`src/rtl/npu_pkg.sv`:
```
// rtl/npu_pkg.sv - shared window geometry and scatter FSM state encoding
package npu_pkg;

    localparam int WIN_SIZE   = 9;
    localparam int FILL_CNT_W = 4;

    // PEND exists only in the double-buffered build
    typedef enum logic [1:0] {
        FILL = 2'd0,
        FULL = 2'd1,
        PEND = 2'd2
    } state_t;

endpackage

```
`src/rtl/window_scatter_9_win_bank.sv`:
```
// rtl/window_scatter_9_win_bank.sv - nine-element register bank with indexed write and whole-bank load
module win_bank
    import npu_pkg::*;
#(
    parameter int BIT_DEPTH = 8
) (
    input  logic                          clk,
    input  logic                          rst_n,
    input  logic                          i_wr_en,
    input  logic [FILL_CNT_W-1:0]         i_wr_idx,
    input  logic [BIT_DEPTH-1:0]          i_wr_data,
    input  logic                          i_load_en,
    input  logic [WIN_SIZE*BIT_DEPTH-1:0] i_load_data,
    output logic [WIN_SIZE*BIT_DEPTH-1:0] o_bank_data
);

    logic [BIT_DEPTH-1:0] r_elem [WIN_SIZE];

    // Whole-bank load has priority; otherwise only the addressed element is written
    always_ff @(posedge clk or negedge rst_n) begin
        if (!rst_n) begin
            for (int k = 0; k < WIN_SIZE; k++) r_elem[k] <= '0;
        end else if (i_load_en) begin
            for (int k = 0; k < WIN_SIZE; k++) r_elem[k] <= i_load_data[k*BIT_DEPTH +: BIT_DEPTH];
        end else if (i_wr_en) begin
            for (int k = 0; k < WIN_SIZE; k++) begin
                if (i_wr_idx == FILL_CNT_W'(k)) r_elem[k] <= i_wr_data;
            end
        end
    end

    // Flatten the bank, element 0 in the low bits
    always_comb begin
        o_bank_data = '0;
        for (int k = 0; k < WIN_SIZE; k++) o_bank_data[k*BIT_DEPTH +: BIT_DEPTH] = r_elem[k];
    end

endmodule

```
`src/rtl/window_scatter_9.sv`:
```
// rtl/window_scatter_9.sv - serial-to-3x3 window scatter; WINDOW_SCATTER_DOUBLE_BUF_EN adds a hold bank
module window_scatter_9
    import npu_pkg::*;
#(
    parameter int BIT_DEPTH = 8
) (
    input  logic                  clk,
    input  logic                  rst_n,
    input  logic                  clr,
    input  logic [BIT_DEPTH-1:0]  in_data,
    input  logic                  in_valid,
    output logic                  in_ready,
    output logic [BIT_DEPTH-1:0]  out1,
    output logic [BIT_DEPTH-1:0]  out2,
    output logic [BIT_DEPTH-1:0]  out3,
    output logic [BIT_DEPTH-1:0]  out4,
    output logic [BIT_DEPTH-1:0]  out5,
    output logic [BIT_DEPTH-1:0]  out6,
    output logic [BIT_DEPTH-1:0]  out7,
    output logic [BIT_DEPTH-1:0]  out8,
    output logic [BIT_DEPTH-1:0]  out9,
    output logic                  win_valid,
    input  logic                  win_ready,
    output logic [FILL_CNT_W-1:0] fill_cnt
);

    localparam int W = WIN_SIZE * BIT_DEPTH;

    state_t                r_state;
    logic [FILL_CNT_W-1:0] r_fill_cnt;
    logic                  w_accept;
    logic                  w_last_beat;
    logic [W-1:0]          w_win;

    assign w_accept    = in_valid && in_ready;
    assign w_last_beat = w_accept && (r_fill_cnt == FILL_CNT_W'(WIN_SIZE - 1));
    assign fill_cnt    = r_fill_cnt;

    // Beat counter: clr aborts the fill, the ninth beat wraps it back to 0
    always_ff @(posedge clk or negedge rst_n) begin
        if (!rst_n) begin
            r_fill_cnt <= '0;
        end else if (clr) begin
            r_fill_cnt <= '0;
        end else if (w_last_beat) begin
            r_fill_cnt <= '0;
        end else if (w_accept) begin
            r_fill_cnt <= r_fill_cnt + 1'b1;
        end
    end

`ifdef WINDOW_SCATTER_DOUBLE_BUF_EN

    logic         w_xfer;
    logic         w_load;
    logic [W-1:0] w_fill_data;
    logic [BIT_DEPTH-1:0] w_ninth;

    // Filling continues while a window is held; only a second complete window stalls input
    assign in_ready  = (r_state != PEND) && !clr;
    assign win_valid = (r_state != FILL);
    assign w_xfer    = win_valid && win_ready;

    // Ninth beat is bypassed straight into the hold bank unless the copy is deferred by PEND
    assign w_ninth = (r_state == PEND) ? w_fill_data[W-1 -: BIT_DEPTH] : in_data;
    assign w_load  = (w_last_beat && ((r_state == FILL) || w_xfer))
                   || ((r_state == PEND) && win_ready);

    // FILL: hold empty; FULL: hold occupied; PEND: hold occupied and fill bank complete
    always_ff @(posedge clk or negedge rst_n) begin
        if (!rst_n) begin
            r_state <= FILL;
        end else begin
            case (r_state)
                FILL:    if (w_last_beat) r_state <= FULL;
                FULL:    if (w_last_beat) r_state <= w_xfer ? FULL : PEND;
                         else if (win_ready) r_state <= FILL;
                PEND:    if (win_ready) r_state <= FULL;
                default: r_state <= FILL;
            endcase
        end
    end

    win_bank #(.BIT_DEPTH(BIT_DEPTH)) u_fill_bank (
        .clk         (clk),
        .rst_n       (rst_n),
        .i_wr_en     (w_accept),
        .i_wr_idx    (r_fill_cnt),
        .i_wr_data   (in_data),
        .i_load_en   (1'b0),
        .i_load_data ({W{1'b0}}),
        .o_bank_data (w_fill_data)
    );

    win_bank #(.BIT_DEPTH(BIT_DEPTH)) u_hold_bank (
        .clk         (clk),
        .rst_n       (rst_n),
        .i_wr_en     (1'b0),
        .i_wr_idx    ({FILL_CNT_W{1'b0}}),
        .i_wr_data   ({BIT_DEPTH{1'b0}}),
        .i_load_en   (w_load),
        .i_load_data ({w_ninth, w_fill_data[W-BIT_DEPTH-1:0]}),
        .o_bank_data (w_win)
    );

`else

    assign in_ready  = (r_state == FILL) && !clr;
    assign win_valid = (r_state == FULL);

    // Single bank: fill nine beats, then hold until the consumer takes the window
    always_ff @(posedge clk or negedge rst_n) begin
        if (!rst_n) begin
            r_state <= FILL;
        end else begin
            case (r_state)
                FILL:    if (w_last_beat) r_state <= FULL;
                FULL:    if (win_ready) r_state <= FILL;
                default: r_state <= FILL;
            endcase
        end
    end

    win_bank #(.BIT_DEPTH(BIT_DEPTH)) u_bank (
        .clk         (clk),
        .rst_n       (rst_n),
        .i_wr_en     (w_accept),
        .i_wr_idx    (r_fill_cnt),
        .i_wr_data   (in_data),
        .i_load_en   (1'b0),
        .i_load_data ({W{1'b0}}),
        .o_bank_data (w_win)
    );

`endif

    assign out1 = w_win[0*BIT_DEPTH +: BIT_DEPTH];
    assign out2 = w_win[1*BIT_DEPTH +: BIT_DEPTH];
    assign out3 = w_win[2*BIT_DEPTH +: BIT_DEPTH];
    assign out4 = w_win[3*BIT_DEPTH +: BIT_DEPTH];
    assign out5 = w_win[4*BIT_DEPTH +: BIT_DEPTH];
    assign out6 = w_win[5*BIT_DEPTH +: BIT_DEPTH];
    assign out7 = w_win[6*BIT_DEPTH +: BIT_DEPTH];
    assign out8 = w_win[7*BIT_DEPTH +: BIT_DEPTH];
    assign out9 = w_win[8*BIT_DEPTH +: BIT_DEPTH];

endmodule

```
`config.mk`:
```
export PLATFORM = sky130hd
export DESIGN_NAME = window_scatter_9
export DESIGN_NICKNAME = d
export VERILOG_FILES = /design/src/rtl/npu_pkg.sv /design/src/rtl/window_scatter_9_win_bank.sv /design/src/rtl/window_scatter_9.sv
export SDC_FILE = /design/constraint.sdc
export NUM_CORES = 1
export LEC_CHECK = 0
export ABC_CLOCK_PERIOD_IN_PS = 4200
export CELL_PAD_IN_SITES_DETAIL_PLACEMENT = 1
export CELL_PAD_IN_SITES_GLOBAL_PLACEMENT = 2
export CORE_ASPECT_RATIO = 1.75
export CORE_MARGIN = 2
export CORE_UTILIZATION = 34
export DETAILED_ROUTE_END_ITERATION = 12
export PLACE_DENSITY_LB_ADDON = 0.08
export RECOVER_POWER = 100
export SYNTH_ARGS = -nofsm -noshare
export SYNTH_HDL_FRONTEND = slang
export SYNTH_SLANG_ARGS = --single-unit
```
`constraint.sdc`:
```
create_clock -name clk -period 4.2 [get_ports clk]
set_input_delay 0.84 -clock clk [delete_from_list [all_inputs] [get_ports clk]]
set_output_delay 0.84 -clock clk [all_outputs]
set_load 0.1 [all_outputs]
```
==> impl_summary.log <==
INFO  metric wl_per_cell = approximately 18 microns
INFO  metric power_frac_comb = 35.9%
INFO  metric detailedRoute.firstIterationViolations = 46
INFO  metric place_hpwl = 5.26 mm
INFO  metric worst_ir_drop_vdd = 0.418 mV
INFO  metric grt_start_max_net_pins = 78
INFO  metric gp_routability_congestion = 0.746
INFO  metric delay_of_the_slowest_critical_path_stage = approximately 870 ps
INFO  metric synth.yosys.seq_area_share = 63.3%
INFO  metric yosys_warnings = 0
INFO  metric finalPower = 2.74 mW
INFO  metric antenna_found_initial = 0
INFO  metric critical_path.cell_chain = clkdlybuf4s50_1 > nor2_1 > clkbuf_1
INFO  metric critical_path_class = primary input to output pin
INFO  metric cts_inserted_buffers = 9
INFO  metric p_per_area = about 630 nW/um^2
INFO  metric final_sum_of_negative_setup_slack = 0 ps
INFO  metric setup.worst_path.end_class = output pin
INFO  metric final.period_utilization = between 70% and 80%
INFO  metric io_pins = 91
INFO  metric power.sequential.fraction = 32.0%
INFO  metric area_of_the_core = 8670 sq um
INFO  metric dpl_cell_area = 4060 sq um
INFO  metric std_cell_rows = 45
INFO  metric synth.net_count = ~210
INFO  metric fp.dieH = 129 microns
INFO  metric clock_tree.root_cell = clkbuf_16
INFO  metric post-route-min-period = 3260 ps
INFO  metric crit_fanout = 8
INFO  metric final_setup_violations = 0
INFO  metric synth_fa_ha_area_share = 1.64%
INFO  metric post_cts_hold_buffer_count = 0
INFO  metric failed_checks = max-capacitance violations, max-slew violations
INFO  metric net-switching-power = roughly 1.1 mW
INFO  metric cp.buffers_inverters = 2
INFO  metric totalWireLength = 7.60 mm
INFO  metric critPathRequiredTime = ~3400 ps
INFO  metric dr_total_vias = around 2000
INFO  metric worst_hold_path_type = flip-flop to flip-flop
INFO  metric mappedNetlistArea = a little over 3000 sq um
INFO  metric worst_pin_slew = 1890 ps
INFO  metric final_design_area_no_fill = 4370 sq um
INFO  metric critical_path_start_type = primary input
INFO  metric synth-simple-area-share = 5.51%
INFO  metric slew_headroom = -27.8%
INFO  metric drive_above_1_share = between 20% and 30%
INFO  metric clk_pin_slew = 50 ps
INFO  metric worst_skew_pair_latency = 330 ps
INFO  metric grt_pass1_vias = ~2200
INFO  metric switching_share = roughly two fifths
INFO  metric synth.area.mux_share = 26.6%
INFO  metric synthCells = 195
INFO  metric synthesis.area_per_instance = roughly 16 sq um
INFO  metric tritoncts = built
INFO  metric initial_utilization = 35.1%
INFO  metric final_cell_count_no_fill = 413
INFO  metric critPathArrivalTime = approximately 2400 ps
INFO  metric first_pass_detailed_route_iteration_total = 3
INFO  metric leakage = roughly 2.2 nW
INFO  metric setup_repair_after_global_routing_missed_its_margin = no
INFO  metric via_count_normalized_by_instance_count = between 4 and 5
INFO  metric grt.total_usage = around 17%
INFO  metric num_antenna_cells = 0
INFO  metric fin_nets = just over 300
INFO  metric cts.sinks = 77
INFO  metric cell_internal_pwr = 1.62 mW
INFO  metric drt_drc_violations_left = 0
INFO  metric htree_num_levels = 3
INFO  metric cts-resized-gates = 0
INFO  metric cpMaxStageDelayCell = clkbuf_1
INFO  metric antenna_violating_nets_left = 0
INFO  metric status = complete, but fails checks
INFO  metric fillerInstances = a little under 900
INFO  metric critical-path-top-delay-family = buffers and inverters
INFO  metric hold_viol_final = 0
INFO  metric synth.ff_latch_count = 77
INFO  metric post_cts.repair.setup_buffers = 0
INFO  metric globalRouteOverflowTotal = 0
INFO  metric clkPwrFrac = 32.1%
INFO  metric fp.dieArea = 9760 sq um
INFO  metric slew_viol_final = 88
INFO  metric cts_buffer_depth = 2
INFO  metric synth_compound_gate_area_share = under 10%
INFO  metric numPortBuffers = 90
INFO  metric placed_cells = approximately 400
INFO  metric synth.distinct_cells = 23
INFO  metric main_combinational_cell_family_by_area_after_synthesis = multiplexers
INFO  metric synth_xor_xnor_area_share = 0%
INFO  metric fin_skew = 3.63 ps
INFO  metric cap_viol_max_count = 2
INFO  metric die_w = 75.5 microns
INFO  metric area_growth = 43.6%
INFO  metric max_freq = 307 MHz
INFO  metric grt_first_pass_wirelength = 12.1 mm
-- synthesized netlist by cell type --
cell type  count  area, sq um
a21o_1         1         7.51
a21oi_1        4         20.0
a31oi_1        1         6.26
and3_1         2         12.5
buf_2          4         20.0
clkbuf_1       1         3.75
dfrtp_1       77         1930
ha_1           4         50.1
inv_1          4         15.0
mux2_2        72          811
nand2_1        3         11.3
nand2b_1       1         6.26
nand3_1        6         30.0
nand3b_1       2         15.0
nand3b_2       1         11.3
nand4_1        1         6.26
nor2_1         3         11.3
nor2b_1        2         12.5
nor3b_2        1         12.5
nor4b_2        1         15.0
nor4b_4        1         23.8
o211ai_1       1         7.51
o21ai_0        2         10.0
-- kinds of logic (layout without fill, tap and decap cells) --
| family | after synthesis | in the layout |
|---|---|---|
| muxes | 72 | 72 |
| buffers and inverters | 9 | 110 |
| AOI/OAI and AO/OA | 9 | 9 |
| and+or+nand+nor | 24 | 24 |
| DFF | 77 | 77 |
| adders and majority gates | 4 | 4 |
-- routing by layer --
metal  part of all wire (%)  global-route usage, %  up-vias
li1                       -                      -      889
met1                     38                   20.0     1056
met2                     53                   29.0       56
met3                    6.4                   6.61        8
met4                    1.8                   6.50        0
met5                      0                      0        -
-- worst paths after layout --
path	start	to	slack, ps	cells after the start
setup / recovery	clr	in_ready	940	3
setup reg to reg	fill_cnt[0]	u_bank.o_bank_data[67]	1150	5
hold / removal	u_bank.o_bank_data[67]	u_bank.o_bank_data[67]	500	1
min in group asynchronous	rst_n	u_bank.o_bank_data[7]	1010	1
hold reg to reg	u_bank.o_bank_data[67]	u_bank.o_bank_data[67]	500	1
max in group asynchronous	rst_n	u_bank.o_bank_data[18]	2060	1
-- placed cells by master, fill, tap and decap left out, types with 2 or more instances in the layout --
master and instances:
nor4b_1 2, nor2b_1 2, ha_1 4, clkbuf_16 9, nor2_1 3, dlygate4sd3_1 78, and3_1 2, clkdlybuf4s50_1 10
nand2_1 3, bufinv_16 3, nand3_1 6, nand3b_1 2, dfrtp_1 77, clkbuf_1 3, o21ai_0 2, inv_1 4
a21oi_1 4, mux2_2 71
-- flip-flops by register name, indices dropped and copies added, names as in the netlist --
register	count
r_state	1
fill_cnt	4
u_bank.o_bank_data	72
-- per-stage QoR --
step	hold slack [ps]	setup slack, ps	utilization (%)
floorplan	544	1040	-
global placement	488	1350	46.9
detailed placement	494	1310	46.9
CTS	506	1220	50.8
global route	506	764	50.4
finish	496	944	50.4
-- power by group through the flow --
stage / combinational, mW / sequential [mW] / clock [mW]
floorplan: 0.100 / 1.56 / 0
global placement: 1.02 / 0.890 / 0
detailed placement: 1.03 / 0.894 / 0
CTS: 1.03 / 0.882 / 0.902
global route: 1.01 / 0.888 / 0.931
finish: 0.983 / 0.875 / 0.878
-- area by class of cell --
class | count | area, sq um | area share (%)
inverters | 4 | 15.0 | 0.343
clock inverters | 4 | 95.1 | 2.17
well taps | 117 | 146 | 3.35
clock buffers | 12 | 246 | 5.64
multi-input cells | 109 | 1050 | 24.1
repair buffers | 90 | 890 | 20.3
flip-flops and latches | 77 | 1930 | 44.1
No activity file was read; power rests on OpenSTA's default activity.
